==> config.mk <==
export PLATFORM = sky130hd
export DESIGN_NAME = controller_buff_param
export DESIGN_NICKNAME = d
export VERILOG_FILES = /design/src/rtl/controller_buff_param.sv
export SDC_FILE = /design/constraint.sdc
export NUM_CORES = 1
export LEC_CHECK = 0
export CORE_UTILIZATION = 35
export CTS_CLUSTER_DIAMETER = 120
export DETAILED_ROUTE_END_ITERATION = 6
export PLACE_DENSITY_LB_ADDON = 0.15
export SYNTH_ARGS = -nofsm -noshare
export SYNTH_HDL_FRONTEND = slang
export SYNTH_SLANG_ARGS = --single-unit
==> constraint.sdc <==
create_clock -name clk -period 14 [get_ports clk]
set_clock_uncertainty 0.15 [all_clocks]
set_input_delay 2.8 -clock clk [delete_from_list [all_inputs] [get_ports clk]]
set_output_delay 2.8 -clock clk [all_outputs]
set_load 0.01 [all_outputs]
==> src/rtl/controller_buff_param.sv <==
// controller_buff_param: circular word buffer with a prefill-gated read
// controller and a registered valid/ready output stage.
// Optional feature macro: CBUF_REFILL_EN -- when defined, a fully drained
// buffer drops back to FILL so the start threshold is reapplied.
module controller_buff_param #(
    parameter int unsigned DATA_W    = 64,
    parameter int unsigned DEPTH     = 8,
    parameter int unsigned START_LVL = 3,
    localparam int unsigned AW       = $clog2(DEPTH)
) (
    input  logic              clk,
    input  logic              rst,
    input  logic              en,
    input  logic              we_in,
    input  logic [DATA_W-1:0] in_data,
    output logic              full,
    output logic              ovf,
    output logic [AW:0]       level,
    input  logic              out_ready,
    output logic [DATA_W-1:0] out_data,
    output logic              v_flag,
    output logic              oe_flag,
    output logic [AW-1:0]     addr_out_flag
);

    typedef enum logic [1:0] {
        IDLE   = 2'd0,
        FILL   = 2'd1,
        STREAM = 2'd2
    } state_t;

    state_t            state;
    state_t            state_nxt;
    logic [DATA_W-1:0] mem [DEPTH];
    logic [AW-1:0]     wr_ptr;
    logic [AW-1:0]     rd_ptr;
    logic [AW:0]       level_nxt;
    logic              wr_acc;
    logic              pop;

    assign addr_out_flag = rd_ptr;

    // Write acceptance and pop decision for the current cycle
    always_comb begin
        wr_acc = 1'b0;
        pop    = 1'b0;
        if (!rst && en) begin
            wr_acc = we_in && !full;
            pop    = (state == STREAM) && (level != '0) && (!v_flag || out_ready);
        end
    end

    // Next storage level: simultaneous write and pop cancel out
    always_comb begin
        level_nxt = level;
        case ({wr_acc, pop})
            2'b10:   level_nxt = level + (AW+1)'(1);
            2'b01:   level_nxt = level - (AW+1)'(1);
            default: level_nxt = level;
        endcase
    end

    // Next-state logic: en low forces IDLE, prefill threshold gates STREAM
    always_comb begin
        state_nxt = state;
        if (!en) begin
            state_nxt = IDLE;
        end else begin
            case (state)
                IDLE: state_nxt = FILL;
                FILL: begin
                    if (level >= (AW+1)'(START_LVL)) begin
                        state_nxt = STREAM;
                    end
                end
                STREAM: begin
`ifdef CBUF_REFILL_EN
                    if ((level == '0) && (!v_flag || out_ready)) begin
                        state_nxt = FILL;
                    end
`else
                    state_nxt = STREAM;
`endif
                end
                default: state_nxt = IDLE;
            endcase
        end
    end

    // State register
    always_ff @(posedge clk) begin
        if (rst) begin
            state <= IDLE;
        end else begin
            state <= state_nxt;
        end
    end

    // Storage array; contents intentionally survive reset and flush
    always_ff @(posedge clk) begin
        if (wr_acc) begin
            mem[wr_ptr] <= in_data;
        end
    end

    // Pointers, level/flags and the registered output stage
    always_ff @(posedge clk) begin
        if (rst || !en) begin
            wr_ptr   <= '0;
            rd_ptr   <= '0;
            level    <= '0;
            full     <= 1'b0;
            ovf      <= 1'b0;
            v_flag   <= 1'b0;
            out_data <= '0;
            oe_flag  <= 1'b0;
        end else begin
            if (wr_acc) begin
                wr_ptr <= wr_ptr + AW'(1);
            end
            if (we_in && full) begin
                ovf <= 1'b1;
            end
            level   <= level_nxt;
            full    <= (level_nxt == (AW+1)'(DEPTH));
            oe_flag <= (state_nxt == STREAM);
            if (pop) begin
                out_data <= mem[rd_ptr];
                rd_ptr   <= rd_ptr + AW'(1);
                v_flag   <= 1'b1;
            end else if (v_flag && out_ready) begin
                v_flag <= 1'b0;
            end
        end
    end

endmodule

==> results of run 1 <==
==> final timing paths <==
check,end,slack [ps],cells past startpoint
hold reg to reg,out_data[38]$_SDFFE_PN0P_,310,1
setup reg to reg,out_data[12]$_SDFFE_PN0P_,10600,5
hold / removal,out_data[38]$_SDFFE_PN0P_,310,1
setup / recovery,mem[4][48]$_DFFE_PP_,8240,6
==> through the flow <==
step                      setup WS, ps  utilization  std cells  hold slack [ps]
final                             8240        0.427       2045              307
after global routing              8010        0.427       2045              322
after CTS                         8120        0.427       2045              315
after detailed placement          7500        0.394       1926              295
after global placement            7580        0.394       1926              295
after floorplan                   5540            -        981              307
==> cells in the mapped netlist, types with 2 or more instances <==
| cell type | n | area share |
|---|---|---|
| edfxtp_1 | 512 | 0.71 |
| mux4_2 | 128 | 0.13 |
| dfxtp_1 | 80 | 0.073 |
| mux2i_1 | 67 | 0.031 |
| o2bb2ai_1 | 64 | 0.026 |
| clkbuf_1 | 18 | 0.0031 |
| buf_2 | 17 | 0.0039 |
| nor2_1 | 15 | 0.0026 |
| buf_1 | 14 | 0.0024 |
| nand2_1 | 9 | 0.0015 |
| nor2b_1 | 7 | 0.0020 |
| a21oi_1 | 5 | 0.0011 |
| ha_1 | 5 | 0.0029 |
| xor2_1 | 5 | 0.0020 |
| nand2b_1 | 4 | 0.0011 |
| and2_1 | 3 | 0.00086 |
| inv_1 | 3 | 0.00052 |
| nor3_1 | 3 | 0.00069 |
| o21ai_0 | 3 | 0.00069 |
| a211o_1 | 2 | 0.00080 |
| a211oi_1 | 2 | 0.00069 |
| buf_4 | 2 | 0.00069 |
==> state kept, by name, summed over array words and instances (netlist names) <==
signal / cells
mem: 512
level: 4
v_flag: 1
wr_ptr: 3
state: 2
full: 1
oe_flag: 1
out_data: 64
addr_out_flag: 3
ovf: 1
==> placed cells by master, fill, tap and decap left out, types with 7 or more instances in the layout <==
cell type / n
clkinv_1: 11
nor2b_1: 7
mux4_2: 128
nand2_1: 9
clkbuf_1: 22
clkinv_2: 9
edfxtp_1: 512
clkdlybuf4s50_1: 143
dfxtp_1: 77
buf_4: 17
clkbuf_16: 71
mux2i_1: 67
nor2_1: 9
nor2_4: 7
o2bb2ai_1: 64
==> cell families after synthesis <==
logic type / after synthesis / share of synthesized area
flops: 592 / 0.778
mux: 195 / 0.163
compound gates: 79 / 0.0304
buf+inv: 55 / 0.0111
simple gates: 49 / 0.0118
xor+xnor: 6 / 0.00241
fa+ha+maj: 5 / 0.00287
==> power breakdown <==
part           leakage [nW]  switching [W]  internal (W)
clock network         0.994       0.000661      0.000951
logic                  1.68      0.0000356     0.0000252
registers              5.26     0.00000177       0.00192
==> per-layer routing <==
metal / part of all wire / GRT usage / vias up
met5: 0.0012 / 0 / -
met4: 0.019 / 0.0472 / 10
met3: 0.042 / 0.0318 / 70
met2: 0.49 / 0.245 / 182
met1: 0.45 / 0.199 / 5285
li1: - / - / 4478
==> final cells by class <==
type | count | area, sq um
Timing Repair Buffer | 160 | 1560
Fill cell | 5333 | 35300
Inverter | 3 | 11.3
Clock buffer | 98 | 1930
Clock inverter | 21 | 95.1
Sequential cell | 592 | 17000
Tap cell | 837 | 1050
Multi-Input combinational cell | 334 | 4650
==> reports/metrics.yaml, run 1 <==
cp-start-kind: "primary input"
netlist_area_sq_um: 21800
tns_ps: 0
worstMarginPinSlew_ps: 979
critPathRequiredTime_ps: 14040
slowest_stage: "buf_4"
crit_fanout: 44
arrival_ps: 5810
ir_drop_uv: 73.8
die_x_um: 252
fmax_mhz: 174
ios: 144
setup_viol: 0
slew_viol_final: 0
rows: 91
cpLargestDelayFamily: "simple AND/OR/NAND/NOR gates"
crit_type: "primary input to flip-flop"
drc_errors: 0
r2r-start: "addr_out_flag[2]$_SDFFE_PN0P_"
cp_cell_sequence: "clkdlybuf4s50_1 -> nor2b_1 -> and2_1 -> nand2b_1 -> nor2_4 -> buf_4"
grt_util_all_layers: 0.150
synth_ff_type: "edfxtp_1"
period_share: 0.412
grt_first_pass_wirelength_mm: 69.8
max_cap_viol_count: 0
initial_core_util: 0.354
avgRoutedWirePerCell_um: 22.5
p_leak_nw: 7.93
setup.worst_path.start: "en"
num_vias: 10000
dp_hpwl_mm: 24.4
critical_path_buf_inv_count: 2
relSlewSlack: 0.346
final_nets: 1231
viasPerCell: 4.90
coreArea_sq_um: 61600
slowest_delay_ps: 760
grt_pass1_vias: 10900
antenna_cells: 0
yosysWarnings: 0
routed_wl_mm: 46.1
rsz0062_at_grt: "false"
synth_cells: 981
hold_buffers: 0
hold_viol_final: 0
fin_area_sq_um: 26300
cts.reportedPaths.clkPinSlew_ps: 60
post_cts_buffers: 0
gp_congestion: 0.691
placed_area_sq_um: 24300
cts_resized: 0
cts_buffer_depth: 3
cts-buffers-inserted: 66
min_period_ps: 5760
drive_gt1_frac: 0.204
grt_max_degree: 71
ys_types: 35
power_w: 0.00360
syn_to_final_growth_pct: 20.5
cts_sinks: 592
die_area_sq_um: 63300
ant_nets: 0
synth_edf_count: 512
synth_seq_cells: 592
power_density_nw_per_um2: 137
status: "completed"
synth.yosys.seq_area_share: 0.778
async_flop_share: 0
avgSynthCellArea_sq_um: 22.2
cts_tree: "yes"
fp.dieH_um: 252
syn_nets: 1055
htreeDepth: 3
endpoint_kind: "flip-flop"
drt-initial-drc-count: 572
clk-insertion-delay-late_ps: 580
dr.pass1.iters: 4
antenna_found_initial: 5
root_buffer: "clkbuf_16"
hold_class: "flip-flop to flip-flop"
portBuffers: 143
overflow: 0
hp-start: "out_data[38]$_SDFFE_PN0P_"
No activity file was read; power rests on OpenSTA's default activity.
==> inputs of run 2 (changes only) <==
==> constraint.sdc (replaced) <==
create_clock -name clk -period 5.3 [get_ports clk]
set_clock_uncertainty 0.15 [all_clocks]
set_input_delay 1.06 -clock clk [delete_from_list [all_inputs] [get_ports clk]]
set_output_delay 1.06 -clock clk [all_outputs]
set_load 0.01 [all_outputs]
==> reports/metrics.yaml, run 2 (synthesis gave the netlist of run 1 again) <==
viasPerCell: 4.90
final_cell_mix: "edfxtp_1 (512), clkdlybuf4s50_1 (143), mux4_2 (128)"
avgRoutedWirePerCell_um: 22.1
syn_to_final_growth_pct: 22.0
wl_met1_mm: 20.6
relSlewSlack: 0.385
cp-start-kind: "primary input"
critPathRequiredTime_ps: 5650
r2r_cells: 8
die_x_um: 252
grt_first_pass_wirelength_mm: 68.4
drive_gt1_frac: 0.211
cts_buffer_depth: 3
slowest_stage: "or4_4"
rrSetupSlack_ps: 2450
hold_class: "flip-flop to flip-flop"
r2r_end: "full$_SDFF_PN0_"
num_vias: 10000
p_leak_nw: 8.04
grt_util_all_layers: 0.146
overflow: 0
arrival_ps: 3810
root_buffer: "clkbuf_16"
htreeDepth: 3
antenna_found_initial: 7
worstHoldEndpoint: "out_data[52]$_SDFFE_PN0P_"
crit_type: "primary input to flip-flop"
drt-initial-drc-count: 718
drc_errors: 2
critical_path_buf_inv_count: 2
largestRegisters: "mem: 512 flops, out_data: 64 flops, level: 4 flops"
cts-buffers-inserted: 66
wl_met2_mm: 21.7
antenna_cells: 0
setup_viol: 0
min_period_ps: 3460
max_cap_viol_count: 0
cts.reportedPaths.clkPinSlew_ps: 60
slowest_delay_ps: 560
cts_tree: "yes"
ios: 144
initial_core_util: 0.354
cpLargestDelayFamily: "simple AND/OR/NAND/NOR gates"
cts_resized: 0
status: "finished with violations"
largest_reg_flops: 512
hp-start: "out_data[52]$_SDFFE_PN0P_"
clk-insertion-delay-late_ps: 570
rsz0062_at_grt: "false"
worstMarginPinSlew_ps: 922
violations: "design-rule violations"
tns_ps: 0
post_cts_buffers: 0
endpoint_kind: "flip-flop"
grt_max_degree: 70
final_common_cell: "edfxtp_1"
largest_register: "mem"
dp_hpwl_mm: 24.6
cp_cell_sequence: "clkdlybuf4s50_1 -> nand2b_4 -> or4_4 -> inv_1 -> ha_1 -> or4b_1 -> a2bb2oi_1 -> a211o_1 -> a211oi_2"
rows: 91
power_density_nw_per_um2: 369
die_area_sq_um: 63300
grt_pass1_vias: 10600
period_share: 0.654
coreArea_sq_um: 61600
gp_congestion: 0.688
final_core_util: 0.432
routed_wl_mm: 45.3
r2r-start: "level[1]$_SDFF_PN0_"
portBuffers: 143
final_nets: 1235
cts_sinks: 592
ant_nets: 0
ir_drop_uv: 160
hold_viol_final: 0
fp.dieH_um: 252
hold_depth: 1
dr.pass1.iters: 6
hold_buffers: 0
crit_fanout: 13
routed.top_layer: "met5"
fmax_mhz: 289
wl_met3_mm: 1.93
slew_viol_final: 0
## run 2: cell types whose count changed in the layout (fill, tap and decap cells not counted)
cell       previous run  this run
buf_4                17        11
clkinv_1             11         4
buf_12                0        10
clkbuf_8              5         7
clkbuf_1             22        23
clkinv_2              9         6
inv_6                 1         3
clkbuf_16            71        69
nor3_4                0         2
bufinv_16             0         7
nor3_2                2         0
## run 2: routing by layer
layer  GRT usage  vias to the layer above
met1       0.198                     5272
met5           0                        -
met4      0.0395                       14
met2       0.235                      180
met3      0.0379                       81
li1            -                     4483
## run 2: power by group
group | switching (W) | leakage, nW | internal, W
registers | 0.00000458 | 5.26 | 0.00507
clock network | 0.00175 | 1.07 | 0.00283
logic | 0.0000945 | 1.71 | 0.0000678
## run 2: how the worst max path moves through the flow
stage / slack (ps) / cells past startpoint / from / end
after floorplan: 300 / 4 / en / mem[6][0]$_DFFE_PP_
after global placement: 1240 / 6 / en / mem[2][2]$_DFFE_PP_
after detailed placement: 1230 / 6 / en / mem[2][4]$_DFFE_PP_
after CTS: 1840 / 9 / en / full$_SDFF_PN0_
after global routing: 1730 / 6 / en / mem[2][63]$_DFFE_PP_
final: 1840 / 9 / en / full$_SDFF_PN0_
## run 2: final cells by class
type / instances / area [sq um]
Clock buffer: 99 / 1910
Sequential cell: 592 / 17000
Multi-Input combinational cell: 334 / 4660
Inverter: 3 / 11.3
Clock inverter: 20 / 282
Timing Repair Buffer: 164 / 1710
Tap cell: 837 / 1050
Fill cell: 5287 / 35000
## run 2: stage by stage
stage                     setup slack [ps]  hold WS (ps)  power [W]  area (sq um)  instances
after floorplan                        296           307    0.00522         21800        981
after global placement                1240           294    0.00534         24400       1930
after detailed placement              1230           297    0.00534         24400       1930
after CTS                             1840           313    0.00996         26600       2049
after global routing                  1730           324     0.0102         26600       2049
final                                 1840           307    0.00983         26600       2049
